[src/rtl/div_arbiter.sv]
// Round-robin front end that shares one iterative divider among NREQ requesters.
// Divide-by-zero is answered locally; a stalled divider is cut off after TMO wait cycles.
//
// state | meaning
// IDLE  | no division outstanding, arbitrating rq_valid
// ISSUE | div_req pulse visible, timeout counter cleared
// WAIT  | waiting for div_ready or timeout
// RESP  | result captured, rsp_valid goes out on exit
module div_arbiter #(
  parameter int N    = 16,
  parameter int NREQ = 4,
  parameter int TMO  = 64
) (
  input  logic              clk,
  input  logic              rstn,
  input  logic [NREQ-1:0]   rq_valid,
  input  logic [NREQ*N-1:0] rq_dividend,
  input  logic [NREQ*N-1:0] rq_divisor,
  output logic [NREQ-1:0]   rq_accept,
  output logic [NREQ-1:0]   rsp_valid,
  output logic [N-1:0]      rsp_q,
  output logic [N-1:0]      rsp_r,
  output logic              rsp_exc,
  output logic              rsp_tmo,
  output logic              div_req,
  output logic [N-1:0]      div_dividend,
  output logic [N-1:0]      div_divisor,
  input  logic              div_ready,
  input  logic [N-1:0]      div_q,
  input  logic [N-1:0]      div_r,
  input  logic              div_exc,
  output logic              busy
);

  localparam int PW = (NREQ > 1) ? $clog2(NREQ) : 1;
  localparam int CW = $clog2(TMO);
  localparam logic [NREQ-1:0] ONE = NREQ'(1);
  localparam logic [PW-1:0] LAST = PW'(NREQ - 1);
  localparam logic [CW-1:0] CMAX = CW'(TMO - 1);

  localparam logic [1:0] IDLE  = 2'd0;
  localparam logic [1:0] ISSUE = 2'd1;
  localparam logic [1:0] WAIT  = 2'd2;
  localparam logic [1:0] RESP  = 2'd3;

  logic [1:0]    state;
  logic [PW-1:0] ptr;
  logic [PW-1:0] owner;
  logic [CW-1:0] cnt;
  logic [PW-1:0] gnt;
  logic          found;
  logic [N-1:0]  op_a;
  logic [N-1:0]  op_b;

  // first set rq_valid bit at or after ptr, wrapping around
  always_comb begin
    gnt   = '0;
    found = 1'b0;
    for (int k = 0; k < NREQ; k++) begin
      if (!found && rq_valid[(int'(ptr) + k) % NREQ]) begin
        found = 1'b1;
        gnt   = PW'((int'(ptr) + k) % NREQ);
      end
    end
    op_a = rq_dividend[int'(gnt)*N +: N];
    op_b = rq_divisor[int'(gnt)*N +: N];
  end

  always_ff @(posedge clk or negedge rstn) begin
    if (!rstn) begin
      state        <= IDLE;
      ptr          <= '0;
      owner        <= '0;
      cnt          <= '0;
      rq_accept    <= '0;
      rsp_valid    <= '0;
      div_req      <= 1'b0;
      busy         <= 1'b0;
      rsp_q        <= '0;
      rsp_r        <= '0;
      rsp_exc      <= 1'b0;
      rsp_tmo      <= 1'b0;
      div_dividend <= '0;
      div_divisor  <= '0;
    end else begin
      rq_accept <= '0;
      rsp_valid <= '0;
      div_req   <= 1'b0;
      case (state)
        IDLE: begin
          if (found) begin
            rq_accept    <= ONE << gnt;
            owner        <= gnt;
            ptr          <= (gnt == LAST) ? '0 : gnt + 1'b1;
            div_dividend <= op_a;
            div_divisor  <= op_b;
            busy         <= 1'b1;
            if (op_b == '0) begin
              state   <= RESP;
              rsp_q   <= '1;
              rsp_r   <= op_a;
              rsp_exc <= 1'b1;
              rsp_tmo <= 1'b0;
            end else begin
              state   <= ISSUE;
              div_req <= 1'b1;
            end
          end
        end
        ISSUE: begin
          cnt   <= '0;
          state <= WAIT;
        end
        WAIT: begin
          if (cnt != CMAX) cnt <= cnt + 1'b1;
          // a result arriving on the last allowed cycle beats the timeout
          if (div_ready) begin
            state   <= RESP;
            rsp_q   <= div_q;
            rsp_r   <= div_r;
            rsp_exc <= div_exc;
            rsp_tmo <= 1'b0;
          end else if (cnt == CMAX) begin
            state   <= RESP;
            rsp_q   <= '0;
            rsp_r   <= '0;
            rsp_exc <= 1'b1;
            rsp_tmo <= 1'b1;
          end
        end
        default: begin
          rsp_valid <= ONE << owner;
          busy      <= 1'b0;
          state     <= IDLE;
        end
      endcase
    end
  end

endmodule
[config.mk]
export PLATFORM = sky130hd
export DESIGN_NAME = div_arbiter
export DESIGN_NICKNAME = d
export VERILOG_FILES = /design/src/rtl/div_arbiter.sv
export SDC_FILE = /design/constraint.sdc
export NUM_CORES = 1
export LEC_CHECK = 0
export BUFFER_PORTS_ARGS = -buffer_cell sky130_fd_sc_hd__buf_2
export CORE_AREA = 4 4 113 115
export DETAILED_ROUTE_END_ITERATION = 16
export DIE_AREA = 0 0 117 119
export PLACE_DENSITY = 0.8
export SKIP_LAST_GASP = 1
export SLEW_MARGIN = 20
export SYNTH_ARGS = -nofsm -noshare
export SYNTH_HDL_FRONTEND = slang
export SYNTH_SLANG_ARGS = --single-unit
[constraint.sdc]
create_clock -name clk -period 3.9 [get_ports clk]
set_input_delay 0.195 -clock clk [delete_from_list [all_inputs] [get_ports clk]]
set_output_delay 0.195 -clock clk [all_outputs]
set_load 0.01 [all_outputs]
==> results of run 1 <==
==> critical path, cell delays in order, from the launching register on <==
cell	delay [ps]
dfrtp_1	440
mux2i_1	190
a211oi_4	260
buf_4	420
mux2i_1	250
mux2_2	190
nand4_1	120
nor4_4	390
o21a_1	590
o221a_2	290
==> metal layers <==
metal | share of wire, % | wire [um] | vias to the layer above
met3 | 7.4 | 1260 | 31
met1 | 42 | 7120 | 2567
li1 | - | - | 2623
met2 | 49 | 8320 | 198
met5 | 0 | 0 | -
met4 | 2.4 | 408 | 0
==> synth_stat cells, types with 2 or more instances <==
library cell / n / share of area (%)
buf_6: 2 / 0.41
nand2_1: 94 / 6.3
o31ai_1: 2 / 0.27
nor2b_1: 3 / 0.34
xnor2_1: 2 / 0.32
dfrtp_1: 88 / 40
o21ai_0: 66 / 5.9
nand3_1: 35 / 3.2
inv_1: 10 / 0.68
nor3b_1: 2 / 0.27
mux2_2: 50 / 10
buf_2: 5 / 0.45
a21oi_1: 39 / 3.5
clkbuf_1: 32 / 2.2
o221a_2: 16 / 3.2
mux2i_1: 66 / 12
nor2_1: 27 / 1.8
ha_1: 9 / 2.0
and3_1: 2 / 0.23
nand4_1: 20 / 2.3
a22oi_1: 2 / 0.27
o22ai_1: 6 / 0.68
buf_4: 5 / 0.68
buf_1: 5 / 0.34
==> sequential cells by signal, indices dropped and copies added (netlist names) <==
name          flops
div_req           1
owner             2
rsp_exc           1
state             2
rsp_q            16
busy              1
div_divisor      16
cnt               6
rsp_valid         4
rq_accept         4
rsp_r            16
div_dividend     16
ptr               2
rsp_tmo           1
==> stage by stage <==
stage          worst slack [ps]  utilization [%]
4_1_cts                     660             60.9
3_3_place_gp                774             58.1
5_1_grt                     453             60.9
3_5_place_dp                666             58.1
6_report                    672             60.9
2_1_floorplan              1110                -
==> worst max-delay path by stage <==
stage,endpoint,cells past startpoint
2_1_floorplan,rsp_exc,11
3_3_place_gp,rsp_q[4],9
3_5_place_dp,rsp_q[12],9
4_1_cts,rsp_q[8],9
5_1_grt,rsp_q[1],10
6_report,rsp_q[8],9
==> report_power, final <==
group	total [mW]	leakage, nW	internal, mW	switching [mW]
Combinational	2.93	2.27	1.25	1.69
Sequential	1.57	1.09	1.32	0.254
Clock	0.961	0.161	0.570	0.391
==> area by class of cell <==
cell class	count	area, um2
timing repair buffer	259	1340
clock inverter	7	100
inverter	12	45.0
sequential	88	2200
fill	1026	4610
clock buffer	9	225
multi-input combinational	458	3100
tap	147	184
==> logic make-up after synthesis <==
family / share of synthesized area (%)
muxes: 22.0
and+or+nand+nor: 15.7
adders and majority gates: 2.03
buffers and inverters: 4.84
AOI/OAI and AO/OA: 15.3
DFF: 39.6
xor gates and xnor gates: 0.473
==> results.json, run 1 <==
{
  "cts_buffer_depth": 2,
  "dpl.cell_count": 963,
  "drive_above_1_share_pct": 41.5,
  "crit_fanout": 26,
  "finalInstanceArea_mm2": 0.00720,
  "dpl.hpwl_mm": 12.6,
  "rrSetupSlack_ps": 670,
  "async_flop_share_pct": 100,
  "setup_tns_ps": 0,
  "required_ps": 4190,
  "ant_nets": 0,
  "timing.hold.ws_ps": 121,
  "grt_antenna_before_repair": 0,
  "holdPathEnd": "rsp_r[14]",
  "hold_depth": 3,
  "final_cells": 980,
  "synth_cells": 607,
  "max_slew_margin_pct": 49.4,
  "layout_common_cells": "buf_2 (242), nand2_1 (94), dfrtp_1 (88)",
  "antennaDiodeCount": 0,
  "timing.rr.end": "rsp_q[8]",
  "period_share_pct": 82.8,
  "routed_wl_mm": 17.1,
  "cts_tree": "done",
  "synth_seq_cells": 88,
  "fmax_ghz": 0.310,
  "cts.reportedPaths.clkPinSlew_ps": 70,
  "timing.final.max_slew_violations": 0,
  "crit_path_start": "ptr[1]",
  "synthesis.nets": 784,
  "busiest_layer": "met2",
  "yosys_warnings": 0,
  "insertion_delay_ps": 350,
  "globalRouteTotalUtil_pct": 24.5,
  "gp_congestion": 0.852,
  "numCtsBuffers": 9,
  "tightest_slew_ps": 760,
  "ir_worst_vdd_uv": 312,
  "std_cell_rows": 40,
  "setup_viol": 0,
  "synth.distinct_cells": 43,
  "start_kind": "register",
  "core_area_mm2": 0.0118,
  "initial_core_util_pct": 47.1,
  "syn_area_mm2": 0.00556,
  "outcome": "complete, no violations",
  "drt-initial-drc-count": 495,
  "wire_per_inst_um": 17.5,
  "arrival_ps": 3520,
  "grt_max_degree": 86,
  "grt_use_met1_pct": 32.9,
  "worstSetupEndpointType": "register",
  "cts_setup_buffers": 0,
  "vias_per_cell": 5.53,
  "ctsResizeCount": 0,
  "worstReg2RegStart": "ptr[1]",
  "clkSinkCount": 88,
  "ys.flop_type": "dfrtp_1",
  "holdCritPathClass": "primary input to register",
  "vias": 5419,
  "portBuffers": 243,
  "ctsHtreeMaxLevel": 3,
  "hold_violations": 0,
  "area_delta_synth_final_pct": 29.5,
  "die_h_um": 119,
  "final_common_cell": "buf_2",
  "grt_pass1_vias": 5142,
  "nNetsFinal": 1005,
  "ys_seq_area_share_pct": 39.6,
  "maxCapViolCount": 0,
  "root_buffer": "clkbuf_16",
  "period_minus_slack_ps": 3230,
  "p_per_area_mw_per_mm2": 760,
  "die-area_mm2": 0.0139,
  "drc": 0,
  "drt-pass1-iter-count": 5,
  "avgSynthCellArea_um2": 9.16,
  "met3_usage_pct": 5.18,
  "grt_use_met2_pct": 39.1,
  "rr_worst_depth": 9,
  "synth_edf_count": 0,
  "fin_worst_skew_ps": 9.99,
  "placed_area_mm2": 0.00686,
  "total_power_mw": 5.47,
  "crit_type": "register to register",
  "grt_pass1_wl_mm": 26.9,
  "die_w_um": 117,
  "hp-start": "div_r[14]",
  "grt-ovfl-total": 0,
  "rsz0062_at_grt": "no",
  "cts-hold-fix-buffers": 1,
  "p_leak_nw": 3.52,
  "io-pin-count": 244
}
No activity file was read; power rests on OpenSTA's default activity.
==> run 2, diff against run 1 <==
ABC_AREA = 1   (was unset)
CORE_AREA = 4 4 118 120   (was 4 4 113 115)
DIE_AREA = 0 0 122 124   (was 0 0 117 119)
PLACE_DENSITY = 0.76   (was 0.8)
clock period = 2.96 ns   (was 3.9 ns; I/O delays follow)
==> run 2 against run 1 <==
- hold slack better by 9.4 ps
- combinational power increased to 2.7 times the previous value
- synthesized area is 2.2% lower
- critical path type unchanged
==> results.json, run 2 <==
{
  "outcome": "complete, no violations",
  "antennaDiodeCount": 0,
  "synth_top_area_share_pct": 40.5,
  "layout_common_cells": "nand2_1 (304), buf_2 (243), nand3_1 (107)",
  "hold_violations": 0,
  "syn_area_mm2": 0.00543,
  "gp_congestion": 0.886,
  "grt_max_degree": 48,
  "ant_nets": 0,
  "fin_worst_skew_ps": 12.0,
  "crit_fanout": 8,
  "drt-initial-drc-count": 413,
  "setup_viol": 0,
  "slowest_stage": "dfrtp_2",
  "yosysTopAreaCell": "dfrtp_1",
  "vias": 6179,
  "wire_per_inst_um": 15.3,
  "insertion_delay_ps": 340,
  "total_power_mw": 11.1,
  "clkSinkCount": 88,
  "crit_type": "register to register",
  "p_per_area_mw_per_mm2": 1450,
  "die_h_um": 124,
  "die_w_um": 122,
  "ys.flop_type": "dfrtp_1",
  "die-area_mm2": 0.0151,
  "seqCellArea_mm2": 0.00220,
  "drive_above_1_share_pct": 32.2,
  "drc": 0,
  "std_cell_rows": 42,
  "crit_path_start": "ptr[0]",
  "arrival_ps": 3230,
  "synth_area_leaders": "dfrtp_1 (41%), nand2_1 (22%), nand3_1 (10%)",
  "ir_worst_vdd_uv": 820,
  "io-pin-count": 244,
  "start_kind": "register",
  "timing.final.max_slew_violations": 0,
  "setup_tns_ps": 0,
  "crit_chain": "buf_2 > nand2_1 > nand2_1 > nand2_1 > nand2_2 > nor2_2 > nand3_2 > nand2_4 > clkbuf_16 > nand3b_1 > nand3_1 > nand2_1 > nor2_1 > nand2_1 > nor2_2 > nand2_4 > nand2_8 > clkbuf_16 > nand3_1 > nand2_1",
  "async_flop_share_pct": 100,
  "hp-start": "div_q[10]",
  "multi_input_area_mm2": 0.00294,
  "crit_path_frequent_cell": "nand2_1",
  "drt-pass1-iter-count": 5,
  "slowest_delay_ps": 460,
  "globalRouteTotalUtil_pct": 22.0,
  "vias_per_cell": 5.02,
  "holdCritPathClass": "primary input to register",
  "grt-ovfl-total": 0,
  "ys_seq_area_share_pct": 40.5,
  "cts.reportedPaths.clkPinSlew_ps": 70,
  "grt_antenna_before_repair": 1,
  "synth.distinct_cells": 29,
  "num-fill-cells": 1221,
  "cts_tree": "done",
  "required_ps": 3240,
  "portBuffers": 243,
  "area_delta_synth_final_pct": 40.0,
  "fmax_ghz": 0.339,
  "initial_core_util_pct": 41.9,
  "tightest_slew_ps": 617,
  "synth_most_common_cell": "nand2_1",
  "numCtsBuffers": 9,
  "maxCapViolCount": 0,
  "final_common_cell": "nand2_1",
  "worstSetupEndpointType": "register",
  "synth_edf_count": 0,
  "ctsHtreeMaxLevel": 3,
  "yosys_warnings": 0,
  "synthesis.nets": 977,
  "cts_buffer_depth": 2,
  "period_share_pct": 99.8,
  "core_area_mm2": 0.0130,
  "synthTopCellsByCount": "nand2_1 (318), nand3_1 (110), dfrtp_1 (88)",
  "max_slew_margin_pct": 58.8,
  "dpl.hpwl_mm": 13.0,
  "avgSynthCellArea_um2": 6.79,
  "routed_wl_mm": 18.9,
  "grt_pass1_vias": 5355,
  "worstReg2RegStart": "ptr[0]",
  "period_minus_slack_ps": 2950,
  "synth_cells": 800,
  "p_leak_nw": 4.20,
  "grt_pass1_wl_mm": 26.3,
  "root_buffer": "clkbuf_16",
  "synth_seq_cells": 88,
  "nNetsFinal": 1227
}
[run 2: changes by cell type in the layout (fill, tap and decap cells not counted), moves of 13 or more]
cell	change
inv_1	+55
mux2_2	-50
mux2i_1	-66
nand3b_1	+27
o221a_2	-16
a21oi_1	-31
nand4_1	-19
o21ai_0	-28
nor2_1	+14
nand3_1	+72
nand2_1	+210
nand2_2	+13
a31oi_1	+16
[run 2: final cells by class]
class                      count  area share (%)
multi-input combinational    601            38.7
sequential                    88            29.0
timing repair buffer         280            22.2
inverter                      70            3.49
clock buffer                   9            2.96
tap                          176            2.89
clock inverter                 7           0.822
[run 2: kinds of logic after synthesis]
kind of cell / Yosys count / share of synthesized area [%]
AO/OA/AOI/OAI: 68 / 6.79
AND/OR/NAND/NOR: 519 / 41.2
buffers and inverters: 116 / 9.42
flip-flops: 88 / 40.5
adder cells (fa/ha/maj): 9 / 2.07
[run 2: power by group]
part           switching (mW)  total, mW  internal [mW]
combinational            4.85       7.77           2.92
clock                   0.528       1.12          0.587
sequential              0.349       2.16           1.81
total                    5.73       11.1           5.32
[run 2: path summary, 6_finish.rpt]
check	end	slack, ps	cells past startpoint
min reg2reg	rsp_q[10]	470	2
min	rsp_q[10]	130	5
max	rsp_q[9]	7	20
max in group asynchronous	rsp_r[6]	1880	3
max reg2reg	rsp_q[9]	7	20
min in group asynchronous	rsp_q[11]	360	2
[run 2: stage by stage]
step	setup slack (ps)	hold WS [ps]	std cells	instance area, um2	utilization (%)
floorplan	542	-148	800	5430	-
global route	-155	135	1231	7610	58.6
CTS	32.2	123	1212	7160	55.1
global placement	29.7	214	1195	6850	52.8
finish	6.53	130	1231	7610	58.6
detailed placement	-55.7	205	1195	6850	52.8
[run 2: per-layer routing]
metal / GRT usage [%] / share of wire, % / up-vias
li1: - / - / 3057
met1: 28.9 / 40 / 2803
met2: 36.2 / 48 / 279
met3: 5.22 / 8.6 / 38
met4: 6.72 / 2.6 / 2
met5: 0 / 0.069 / -
[run 2: what timing repair did]
item	CTS	global route
hold buffers	1	0
gates resized for setup	2	44
setup endpoints to repair	34	35
buffers inserted	0	4
cloned	0	15
endpoints found under the hold margin	45	0
pin swaps	0	8
[run 2: critical path, delay by kind of cell (launching register included)]
kind          cells  cell delay, ps
buf+inv           3             530
flops             1             460
simple gates     17            1910
